===== src/rtl/vote_tally_seq_pkg.sv =====
// Shared definitions for the serial vote tally: FSM states, count-width
// helper and the supported voter ceiling.
package vote_pkg;

  localparam int unsigned MAX_VOTERS = 64;

  typedef enum logic [1:0] {
    IDLE  = 2'd0,
    COUNT = 2'd1,
    DONE  = 2'd2
  } vote_state_e;

  // Bits needed to hold a count from 0 to n inclusive.
  function automatic int unsigned cnt_width(input int unsigned n);
    return $clog2(n + 1);
  endfunction

endpackage


===== src/rtl/vote_tally_seq_serial_counter.sv =====
// Serial popcount engine: captures a ballot, then consumes one voter bit per
// enabled cycle. yes_sum already includes the bit being consumed this cycle,
// so on the done cycle it is the final total.
// Optional feature macro: VOTE_TALLY_ABSTAIN_EN (adds a present mask and a
// second accumulator for the number of present voters).
module vote_serial_counter
  import vote_pkg::*;
#(
  parameter int unsigned N_VOTERS = 4,
  parameter int unsigned CNT_W    = cnt_width(N_VOTERS)
) (
  input  logic                clk,
  input  logic                rst_n,
  input  logic                load,
  input  logic                en,
  input  logic [N_VOTERS-1:0] ballot,
`ifdef VOTE_TALLY_ABSTAIN_EN
  input  logic [N_VOTERS-1:0] present,
  output logic [CNT_W-1:0]    pres_sum,
`endif
  output logic [CNT_W-1:0]    yes_sum,
  output logic                done
);

  localparam logic [CNT_W-1:0] LAST_IDX = CNT_W'(N_VOTERS - 1);

  logic [N_VOTERS-1:0] shreg_q, shreg_d;
  logic [CNT_W-1:0]    idx_q, idx_d;
  logic [CNT_W-1:0]    yes_acc_q, yes_acc_d;
`ifdef VOTE_TALLY_ABSTAIN_EN
  logic [N_VOTERS-1:0] pshreg_q, pshreg_d;
  logic [CNT_W-1:0]    pres_acc_q, pres_acc_d;
`endif

  // Running totals including the bit at the head of the shift register.
  always_comb begin
    yes_sum = yes_acc_q + CNT_W'(shreg_q[0]);
`ifdef VOTE_TALLY_ABSTAIN_EN
    pres_sum = pres_acc_q + CNT_W'(pshreg_q[0]);
`endif
    done = en && (idx_q == LAST_IDX);
  end

  // Load / shift-and-accumulate next-state logic.
  always_comb begin
    shreg_d   = shreg_q;
    idx_d     = idx_q;
    yes_acc_d = yes_acc_q;
`ifdef VOTE_TALLY_ABSTAIN_EN
    pshreg_d   = pshreg_q;
    pres_acc_d = pres_acc_q;
`endif
    if (load) begin
      // Absent voters are masked off at capture so the yes path never sees them.
`ifdef VOTE_TALLY_ABSTAIN_EN
      shreg_d    = ballot & present;
      pshreg_d   = present;
      pres_acc_d = '0;
`else
      shreg_d = ballot;
`endif
      idx_d     = '0;
      yes_acc_d = '0;
    end else if (en) begin
      shreg_d   = shreg_q >> 1;
      idx_d     = idx_q + CNT_W'(1);
      yes_acc_d = yes_sum;
`ifdef VOTE_TALLY_ABSTAIN_EN
      pshreg_d   = pshreg_q >> 1;
      pres_acc_d = pres_sum;
`endif
    end
  end

  // Counter state registers.
  always_ff @(posedge clk or negedge rst_n) begin
    if (!rst_n) begin
      shreg_q   <= '0;
      idx_q     <= '0;
      yes_acc_q <= '0;
`ifdef VOTE_TALLY_ABSTAIN_EN
      pshreg_q   <= '0;
      pres_acc_q <= '0;
`endif
    end else begin
      shreg_q   <= shreg_d;
      idx_q     <= idx_d;
      yes_acc_q <= yes_acc_d;
`ifdef VOTE_TALLY_ABSTAIN_EN
      pshreg_q   <= pshreg_d;
      pres_acc_q <= pres_acc_d;
`endif
    end
  end

endmodule


===== src/rtl/vote_tally_seq.sv =====
// Sequential vote tally: accepts a ballot over a valid/ready handshake,
// counts one voter per clock, and presents yes count plus majority/tie flags
// over a second valid/ready handshake.
// Optional feature macro: VOTE_TALLY_ABSTAIN_EN (present mask; denominator
// becomes the number of present voters).
module vote_tally_seq
  import vote_pkg::*;
#(
  parameter int unsigned N_VOTERS = 4,
  parameter int unsigned CNT_W    = cnt_width(N_VOTERS)
) (
  input  logic                clk,
  input  logic                rst_n,
  input  logic                ballot_valid,
  output logic                ballot_ready,
  input  logic [N_VOTERS-1:0] ballot,
`ifdef VOTE_TALLY_ABSTAIN_EN
  input  logic [N_VOTERS-1:0] present,
`endif
  output logic                res_valid,
  input  logic                res_ready,
  output logic [CNT_W-1:0]    yes_cnt,
  output logic                win,
  output logic                tie,
  output logic                busy
);

  vote_state_e state_q, state_d;

  logic [CNT_W-1:0] yes_cnt_q, yes_cnt_d;
  logic             win_q, win_d;
  logic             tie_q, tie_d;

  logic             load;
  logic             cnt_en;
  logic             cnt_done;
  logic [CNT_W-1:0] yes_sum;
  logic [CNT_W:0]   two_yes;
  logic [CNT_W:0]   denom;
  logic             win_nx;
  logic             tie_nx;
`ifdef VOTE_TALLY_ABSTAIN_EN
  logic [CNT_W-1:0] pres_sum;
`endif

  vote_serial_counter #(
    .N_VOTERS (N_VOTERS),
    .CNT_W    (CNT_W)
  ) u_counter (
    .clk      (clk),
    .rst_n    (rst_n),
    .load     (load),
    .en       (cnt_en),
    .ballot   (ballot),
`ifdef VOTE_TALLY_ABSTAIN_EN
    .present  (present),
    .pres_sum (pres_sum),
`endif
    .yes_sum  (yes_sum),
    .done     (cnt_done)
  );

  // FSM next state and handshake outputs.
  always_comb begin
    state_d      = state_q;
    ballot_ready = 1'b0;
    res_valid    = 1'b0;
    busy         = 1'b0;
    load         = 1'b0;
    cnt_en       = 1'b0;
    case (state_q)
      IDLE: begin
        ballot_ready = 1'b1;
        if (ballot_valid) begin
          load    = 1'b1;
          state_d = COUNT;
        end
      end
      COUNT: begin
        busy   = 1'b1;
        cnt_en = 1'b1;
        if (cnt_done) state_d = DONE;
      end
      DONE: begin
        busy      = 1'b1;
        res_valid = 1'b1;
        if (res_ready) state_d = IDLE;
      end
      default: state_d = IDLE;
    endcase
  end

  // Majority / tie compare on the final count, one bit wider than the count.
  always_comb begin
    two_yes = {yes_sum, 1'b0};
`ifdef VOTE_TALLY_ABSTAIN_EN
    denom  = {1'b0, pres_sum};
    win_nx = two_yes > denom;
    tie_nx = (two_yes == denom) && (pres_sum != '0);
`else
    denom  = (CNT_W+1)'(N_VOTERS);
    win_nx = two_yes > denom;
    tie_nx = two_yes == denom;
`endif
  end

  // Result registers: updated only on the final count cycle, held otherwise.
  always_comb begin
    yes_cnt_d = yes_cnt_q;
    win_d     = win_q;
    tie_d     = tie_q;
    if (cnt_en && cnt_done) begin
      yes_cnt_d = yes_sum;
      win_d     = win_nx;
      tie_d     = tie_nx;
    end
  end

  // State and result registers.
  always_ff @(posedge clk or negedge rst_n) begin
    if (!rst_n) begin
      state_q   <= IDLE;
      yes_cnt_q <= '0;
      win_q     <= 1'b0;
      tie_q     <= 1'b0;
    end else begin
      state_q   <= state_d;
      yes_cnt_q <= yes_cnt_d;
      win_q     <= win_d;
      tie_q     <= tie_d;
    end
  end

  assign yes_cnt = yes_cnt_q;
  assign win     = win_q;
  assign tie     = tie_q;

endmodule


===== config.mk =====
export PLATFORM = sky130hd
export DESIGN_NAME = vote_tally_seq
export DESIGN_NICKNAME = d
export VERILOG_FILES = /design/src/rtl/vote_tally_seq_pkg.sv /design/src/rtl/vote_tally_seq_serial_counter.sv /design/src/rtl/vote_tally_seq.sv
export SDC_FILE = /design/constraint.sdc
export NUM_CORES = 1
export LEC_CHECK = 0
export BUFFER_PORTS_ARGS = -buffer_cell sky130_fd_sc_hd__clkbuf_2
export CAP_MARGIN = 5
export CORE_MARGIN = 1
export CORE_UTILIZATION = 52
export DETAILED_ROUTE_END_ITERATION = 8
export HOLD_SLACK_MARGIN = 0.08
export PLACE_DENSITY = 0.75
export SYNTH_ARGS = -nofsm -noshare
export SYNTH_HDL_FRONTEND = slang
export SYNTH_SLANG_ARGS = --single-unit
export TNS_END_PERCENT = 20

===== constraint.sdc =====
create_clock -name clk -period 2.2 [get_ports clk]
set_clock_uncertainty 0.2 [all_clocks]
set_input_delay 0.11 -clock clk [delete_from_list [all_inputs] [get_ports clk]]
set_output_delay 0.11 -clock clk [all_outputs]
set_load 0.01 [all_outputs]

==> flow_metrics.tcl <==
set metrics [dict create \
    max_stage_delay_ns 0.56 \
    slew_headroom_pct 68.2 \
    path_max_fanout 2 \
    finalMaxSlewViolations 0 \
    grt_pass1_vias 566 \
    cts_buffers 3 \
    synth_top_cell_by_area "dfrtp_1" \
    crit_chain "ha_1, ha_1, o221ai_4, mux2i_1, dlygate4sd3_1" \
    fmax_ghz 0.468 \
    rrSetupSlack_ns 0.06 \
    clk_pin_slew_ns 0.09 \
    fin_crit_ns 2.14 \
    first_iter_violations 13 \
    finalCritPeriodShare_pct 97.1 \
    grt_pass1_wl_um 2480 \
    avgRoutedWirePerCell_um 12.2 \
    tritoncts "built" \
    synth_top_area_share_pct 49.9 \
    hpwl_um 934 \
    drive_gt1_share_pct 26.0 \
    syn_to_final_growth_pct 24.2 \
    ios 16 \
    hp-class "in2reg" \
    cp-end-kind "flop" \
    initial_core_util_pct 56.0 \
    die-width_um 42.5 \
    seq_area_um2 425 \
    cts_setup_buffers 0 \
    setup_viol 0 \
    status "finished clean" \
    clockRootBuffer "clkbuf_4" \
    synth_most_common_cell "dfrtp_1" \
    ys_ff_latch 17 \
    grt-ovfl-total 0 \
    yosys-top-cells-area "dfrtp_1, ha_1, mux2i_1, nand2_1, o21ai_0" \
    drc 0 \
    synthCells 73 \
    cpMaxStageDelayCell "dlygate4sd3_1" \
    synth_commonest_cells "dfrtp_1, nand2_1, mux2i_1" \
    die-area_um2 1810 \
    power.total_mw 1.36 \
    synth_area_per_cell_um2 11.7 \
    ir_worst_vdd_mv 0.757 \
    dp.cells 103 \
    dr.pass1.iters 3 \
    grt_antenna_before_repair 0 \
    synthesis.nets 88 \
    fin_nets 116 \
    vias 577 \
    startpoint_type "flop" \
    clock_path_buffers 2 \
    gp_congestion 0.794 \
    synth-warning-count 0 \
    rsz0062_at_grt "false" \
    cp_common_cell "ha_1" \
    cts_sinks 17 \
    coreArea_um2 1520 \
    cap_violations 0 \
    fill_cells 118 \
    via_per_inst 4.97 \
    yosys_most_used_dff "dfrtp_1" \
    worstPathRequired_ns 2.23 \
    die_y_um 42.5 \
    port_buffers 15 \
    ant_nets 0 \
    finalSetupTns_ns 0 \
    p_per_area_nw_per_um2 1280 \
    crit_type "reg2reg" \
    tightest_slew_ns 0.475 \
    clock_latency_ns 0.29 \
    multi_input_area_um2 387 \
    h-tree-depth 1 \
    synthArstFlopShare_pct 100 \
    leakagePower_nw 0.550 \
    worstPathArrival_ns 2.17 \
    rows 14 \
    gr-usage-all-layers_pct 19.1 \
    diodes 0 \
    final_cells 116 \
    finalHoldViolations 0 \
    synth_edf_count 0 \
    ys_seq_area_share_pct 49.9 \
    drt-total-wl_um 1410 \
    ys_types 22 \
    synth.cell_area_um2 853 \
    grt_max_degree 15 \
]
-- kinds of logic (layout without fill, tap and decap cells) --
group,after synthesis,after routing,share of synthesized area [%]
AOI/OAI and AO/OA,9,9,8.21
and+or+nand+nor,18,18,9.68
adders and majority gates,7,7,10.3
DFF,17,17,49.9
muxes,11,11,13.8
xor gates and xnor gates,3,3,3.08
buffers and inverters,8,35,5.13
-- worst max-delay path, delay by kind of cell (launching register included) --
family,cells,cell delay [ns]
fa+ha+maj,2,0.45
buf+inv,1,0.56
mux,1,0.21
flops,1,0.41
compound gates,1,0.24
-- through the flow --
stage	util, %	setup slack [ns]	area [um^2]	hold WS [ns]
floorplan	-	0.536	853	-0.386
global placement	61.7	0.480	940	-0.141
detailed placement	61.7	0.443	940	-0.143
CTS	69.4	0.0260	1060	0.126
global route	69.5	0.000223	1060	0.136
finish	69.5	0.0640	1060	0.132
-- final cells by class --
| class | instances | share of cell area [%] |
|---|---|---|
| clock buffers | 3 | 2.13 |
| clock inverters | 1 | 0.472 |
| inverters | 6 | 2.60 |
| multi-input cells | 48 | 36.5 |
| flip-flops and latches | 17 | 40.1 |
| well taps | 16 | 1.89 |
| repair buffers | 25 | 16.3 |
-- path summary, 6_finish.rpt --
kind | from | endpoint | cells after the start
worst max-delay path | u_counter.idx_q[0] | state_q[1] | 5
worst min-delay path | ballot_valid | state_q[0] | 4
worst max register to register | u_counter.idx_q[0] | state_q[1] | 5
worst min register to register | tie | tie | 2
max in group asynchronous | rst_n | u_counter.shreg_q[0] | 4
min in group asynchronous | rst_n | state_q[0] | 3
-- where the power goes --
| part | internal, mW | leakage (nW) | total, mW | switching [mW] |
|---|---|---|---|---|
| sequential | 0.435 | 0.222 | 0.501 | 0.0662 |
| combinational | 0.333 | 0.310 | 0.692 | 0.358 |
| clock | 0.0677 | 0.0177 | 0.162 | 0.0948 |
| total | 0.836 | 0.550 | 1.36 | 0.519 |
-- flip-flops by register name (all words and copies together) (netlist names) --
register and cells:
tie 1, win 1, u_counter.shreg_q 4, yes_cnt 3, u_counter.idx_q 3, u_counter.yes_acc_q 3, state_q 2
-- cells in the final DEF, fill, tap and decap left out, types with 2 or more instances in the layout --
cell type,synthesis,routed
dlygate4sd3_1,0,9
inv_1,5,5
dfrtp_1,17,17
clkbuf_2,0,15
nand2_1,9,9
clkbuf_4,0,3
ha_1,7,6
nor2_1,5,5
xor2_1,2,2
o21ai_0,6,6
mux2i_1,8,8
-- per-layer routing --
metal / share of wire (%) / wire length [um] / track usage (%)
met1: 45 / 636 / 23.2
met2: 49 / 694 / 31.1
met3: 3.8 / 53 / 6.47
met4: 1.9 / 27 / 7.50
met5: 0 / 0 / 0
-- repair_timing --
| action | CTS | global route |
|---|---|---|
| setup endpoints to repair | 0 | 1 |
| hold endpoints to repair | 23 | 0 |
| hold buffers | 9 | 0 |
| resized for setup | 0 | 1 |
Power figures use the tool's default switching activity.
